[config.mk]
export PLATFORM = sky130hd
export DESIGN_NAME = password_ctrl
export DESIGN_NICKNAME = d
export VERILOG_FILES = /design/src/rtl/password_ctrl.sv
export SDC_FILE = /design/constraint.sdc
export NUM_CORES = 1
export LEC_CHECK = 0
export ABC_CLOCK_PERIOD_IN_PS = 4400
export BUFFER_PORTS_ARGS = -buffer_cell sky130_fd_sc_hd__buf_4
export CAP_MARGIN = 40
export CELL_PAD_IN_SITES_DETAIL_PLACEMENT = 0
export CELL_PAD_IN_SITES_GLOBAL_PLACEMENT = 1
export CORE_ASPECT_RATIO = 1.4
export CORE_UTILIZATION = 25
export DETAILED_ROUTE_END_ITERATION = 10
export PLACE_DENSITY_LB_ADDON = 0.3
export SYNTH_ARGS = -nofsm -noshare
export SYNTH_HDL_FRONTEND = slang
export SYNTH_SLANG_ARGS = --single-unit
[constraint.sdc]
create_clock -name clk -period 4.4 [get_ports clk]
set_input_delay 0.44 -clock clk [delete_from_list [all_inputs] [get_ports clk]]
set_output_delay 0.44 -clock clk [all_outputs]
set_load 0.1 [all_outputs]
[src/rtl/password_ctrl.sv]
// Keypad password lock: collects up to four BCD digits, compares on Enter, holds the
// lock open for T_OPEN clocks and abandons a partial entry after T_TIMEOUT idle clocks.
module password_ctrl #(
  parameter logic [15:0] PASSWORD  = 16'h1234,
  parameter logic [27:0] T_TIMEOUT = 28'd120000000,
  parameter logic [27:0] T_OPEN    = 28'd60000000
) (
  input  logic        clk,
  input  logic        rst_n,
  input  logic        key_valid,
  input  logic [3:0]  key_code,
  output logic        pw_false,
  output logic        timeout_flag,
  output logic        unlock,
  output logic [15:0] entry,
  output logic [2:0]  digit_cnt
);

  typedef enum logic [1:0] {S_IDLE, S_INPUT, S_OPEN} state_t;

  state_t      state_q, state_d;
  logic [15:0] entry_q, entry_d;
  logic [2:0]  cnt_q, cnt_d;
  logic [27:0] idle_q, idle_d;
  logic [27:0] hold_q, hold_d;
  logic        pwf_q, pwf_d;
  logic        tmo_q, tmo_d;
  logic        unl_q, unl_d;

  logic is_digit, is_clear, is_enter;

  assign is_digit = key_valid && (key_code <= 4'd9);
  assign is_clear = key_valid && (key_code == 4'd10);
  assign is_enter = key_valid && (key_code == 4'd11);

  always_ff @(posedge clk or negedge rst_n) begin
    if (!rst_n) begin
      state_q <= S_IDLE;
      entry_q <= '0;
      cnt_q   <= '0;
      idle_q  <= '0;
      hold_q  <= '0;
      pwf_q   <= 1'b0;
      tmo_q   <= 1'b0;
      unl_q   <= 1'b0;
    end else begin
      state_q <= state_d;
      entry_q <= entry_d;
      cnt_q   <= cnt_d;
      idle_q  <= idle_d;
      hold_q  <= hold_d;
      pwf_q   <= pwf_d;
      tmo_q   <= tmo_d;
      unl_q   <= unl_d;
    end
  end

  always_comb begin
    state_d = state_q;
    entry_d = entry_q;
    cnt_d   = cnt_q;
    idle_d  = '0;
    hold_d  = '0;
    pwf_d   = 1'b0;
    tmo_d   = 1'b0;
    unl_d   = unl_q;
    unique case (state_q)
      S_IDLE: begin
        unl_d = 1'b0;
        if (is_digit) begin
          entry_d = {12'h000, key_code};
          cnt_d   = 3'd1;
          state_d = S_INPUT;
        end else if (is_clear) begin
          entry_d = '0;
          cnt_d   = '0;
        end
      end
      S_INPUT: begin
        // A dropped fifth digit is not an accepted key, so it neither restarts nor blocks the timeout.
        if (is_digit && (cnt_q < 3'd4)) begin
          entry_d = {entry_q[11:0], key_code};
          cnt_d   = cnt_q + 3'd1;
        end else if (is_clear) begin
          entry_d = '0;
          cnt_d   = '0;
          state_d = S_IDLE;
        end else if (is_enter) begin
          entry_d = '0;
          cnt_d   = '0;
          if ((cnt_q == 3'd4) && (entry_q == PASSWORD)) begin
            unl_d   = 1'b1;
            state_d = S_OPEN;
          end else begin
            pwf_d   = 1'b1;
            state_d = S_IDLE;
          end
        end else if (idle_q >= T_TIMEOUT - 28'd1) begin
          tmo_d   = 1'b1;
          entry_d = '0;
          cnt_d   = '0;
          state_d = S_IDLE;
        end else begin
          idle_d = idle_q + 28'd1;
        end
      end
      S_OPEN: begin
        if (is_enter || (hold_q >= T_OPEN - 28'd1)) begin
          unl_d   = 1'b0;
          state_d = S_IDLE;
        end else begin
          hold_d = hold_q + 28'd1;
        end
      end
      default: begin
        state_d = S_IDLE;
        entry_d = '0;
        cnt_d   = '0;
        unl_d   = 1'b0;
      end
    endcase
  end

  assign pw_false     = pwf_q;
  assign timeout_flag = tmo_q;
  assign unlock       = unl_q;
  assign entry        = entry_q;
  assign digit_cnt    = cnt_q;

endmodule
==> impl_metrics.toml <==
[worst_setup_path]
crit_path_end_kind = "flop"
worstPathArrival_ns = 2.52
criticalPathCategory = "flop to flop"
crit_path_start_kind = "flop"
cp-endpoint = "idle_q[15]"
r2r-end = "idle_q[15]"
worstPathCellList = "ha_1 -> and4_1 -> a21o_1 -> a41oi_1 -> nand2_2 -> nor2_1"
critPathMaxFanout = 26
critPathLaunch = "idle_q[0]"
crit_slowest_cell = "a41oi_1"
cp.required_ns = 4.66
r2r_setup_slack_ns = 2.14
r2r-start = "idle_q[0]"
slowest_delay_ns = 0.43
worstRegToRegCells = 6

[timing]
worst_pin_slew_ns = 0.582
fin_tns_setup_ns = 0
min_period_ns = 2.26
rsz0062_at_grt = "no"
final_hold_viol_count = 0
finalSetupViolations = 0
setup_slack_ns = 2.14
fin_worst_skew_ns = 0.00954
slew-limit-headroom_pct = 61.2
drv_slew = 0
fmax_mhz = 442
period_share_pct = 51.4

[placed_design]
place.gp.congestion = 0.697
pre_cts_ws_ns = 2.13
dp_hpwl_mm = 5.61
port_buffers = 28

[finish]
nets = 405
area_growth_pct = 18.5
diodes = 0
drive_above_1_share_pct = 17.8
postLayoutCoreUtil_pct = 30.2

[power]
ir_drop_mv = 0.142
power_density_nw_per_um2 = 402
p_leak_uw = 0.00187

[detailed_routing]
antenna_left = 0
drtIter0Drc = 105
postRouteWirelength_mm = 8.15
viasPerCell = 4.55
vias = 2690
dr.pass1.iters = 4
drc = 0
post_drt_wl_per_cell_um = 13.8

[die]
dieArea_um2 = 15700
num_rows = 53
die_w_um = 106
coreArea_um2 = 14900
ios = 29
initial_core_util_pct = 25.5
die_h_um = 148

[yosys]
synthArstFlopShare_pct = 100
synth.distinct_cells = 46
yosys-top-cells-area = "dfrtp_1 (53%), nor2_1 (6.5%), xnor2_1 (5.8%), xor2_1 (5.1%), a22o_2 (3.4%)"
syn_area_um2 = 3800
synth_seq_cells = 80
post_synth.cell_area_avg_um2 = 10.5
synth_largest_type_area_fraction_pct = 52.7
synth_top_cell_by_area = "dfrtp_1"
synthCells = 363
synth-edff-count = 0
seq_area_frac_synth_pct = 52.7
ys_warn_count = 0
ys.flop_type = "dfrtp_1"

[grt]
grt_usage_pct = 11.4
grt_max_degree = 52
grt_pass1_wl_mm = 14.0
grt_pass1_vias = 2815
gr-total-overflow = 0
antenna_found_initial = 0

[cts]
cts_buffer_depth = 2
ctsHtreeMaxLevel = 3
clkSinkCount = 80
post_cts_buffers = 0
cts_made_buffers = 9
cts-resized-gates = 0
root_buffer = "clkbuf_16"
tritoncts = "yes"
hold_buffers = 0
clkLatencyLatePin_ns = 0.34
path_clk_slew_ns = 0.06

[hold_path]
hp-class = "input port to asynchronous set/reset pin"

[job]
cap_viol_max_count = 0

[status]
status = "completed"
==> cell usage in the layout, fill, tap and decap left out, types with 2 or more instances in the layout <==
| cell | netlist | layout |
|---|---|---|
| dfrtp_1 | 80 | 80 |
| nor2_1 | 66 | 66 |
| buf_4 | 0 | 29 |
| xnor2_1 | 25 | 25 |
| xor2_1 | 22 | 22 |
| nand2_1 | 18 | 18 |
| nand3_1 | 16 | 16 |
| a22o_2 | 13 | 13 |
| nand4_1 | 12 | 12 |
| inv_1 | 10 | 10 |
| nor4_1 | 10 | 10 |
| clkbuf_16 | 0 | 9 |
| nor3_1 | 8 | 8 |
| and3_1 | 7 | 7 |
| and4_1 | 7 | 7 |
| o21ai_0 | 5 | 5 |
| a21oi_1 | 5 | 5 |
| a22o_1 | 5 | 5 |
| ha_1 | 4 | 4 |
| a21o_1 | 3 | 3 |
| and2_1 | 3 | 3 |
| nand2b_1 | 3 | 3 |
| inv_6 | 0 | 3 |
| conb_1 | 1 | 3 |
| a31oi_1 | 2 | 2 |
| and3_2 | 2 | 2 |
| nand4b_1 | 2 | 2 |
| nor4b_1 | 2 | 2 |
| or4b_2 | 2 | 2 |
| clkinv_2 | 0 | 2 |
==> cells by family (layout without fill, tap and decap cells) <==
group	count (synthesis)	in the layout	share of synthesized area, %
compound gates	43	43	10.1
flops	80	80	52.7
buf+inv	22	56	2.76
other cells	1	3	0.0987
simple gates	166	166	22.2
fa+ha+maj	4	4	1.32
xor+xnor	47	47	10.8
==> critical path: cells and delay by family (launching register included) <==
| kind | cells | cell delay (ns) |
|---|---|---|
| flops | 1 | 0.39 |
| fa+ha+maj | 1 | 0.24 |
| simple gates | 3 | 0.93 |
| compound gates | 2 | 0.62 |
==> worst min path at each step <==
stage,from,end,slack [ns],depth (start not counted)
2_1_floorplan,rst_n,digit_cnt[0],0.14,0
4_1_cts,rst_n,idle_q[12],0.05,1
3_5_place_dp,rst_n,idle_q[16],0.42,1
5_1_grt,rst_n,idle_q[4],0.08,1
3_3_place_gp,idle_q[0],idle_q[0],0.44,1
6_report,rst_n,idle_q[10],0.05,1
==> where the power goes <==
part           switching, uW  leakage [uW]  internal [uW]  total, uW
combinational            240      0.000636           72.8        313
clock                    316      0.000137            387        703
sequential              31.6       0.00110            762        794
total                    588       0.00187           1220       1810
==> state kept, by name, indices dropped and copies added (netlist names) <==
register and cells:
digit_cnt 3, timeout_flag 1, entry 16, hold_q 28
unlock 1, idle_q 28, pw_false 1, state_q 2
==> metrics by stage <==
stage | total power, uW | hold WS, ns | instance area [um^2] | instances
2_1_floorplan | 1040 | 0.144 | 3810 | 365
3_3_place_gp | 1120 | 0.443 | 4200 | 574
3_5_place_dp | 1130 | 0.418 | 4230 | 575
4_1_cts | 1840 | 0.0548 | 4500 | 591
5_1_grt | 1880 | 0.0779 | 4500 | 591
6_report | 1810 | 0.0459 | 4500 | 591
==> synthesized netlist by cell type (all sizes together), types with 4 or more instances <==
library cell	instances
and4	7
a21oi	5
ha	4
dfrtp	80
nor2	66
inv	10
nand4	12
xnor2	25
and3	9
o21ai	5
clkbuf	9
nand2	19
a22o	18
nor3	8
nand3	16
nor4	10
xor2	22
and2	4
==> routing by layer <==
layer,part of all wire [%],GRT usage [%]
met1,46,14.4
met5,0,0
met3,2.5,2.43
met2,50,18.4
met4,2.0,5.69
==> area by class of cell <==
type / instances / area, um^2
inverters: 10 / 37.5
repair buffers: 30 / 245
flip-flops and latches: 80 / 2000
fillers: 1578 / 10400
clock inverters: 7 / 52.6
multi-input cells: 263 / 1700
clock buffers: 9 / 225
well taps: 192 / 240
No activity file was read; power rests on OpenSTA's default activity.
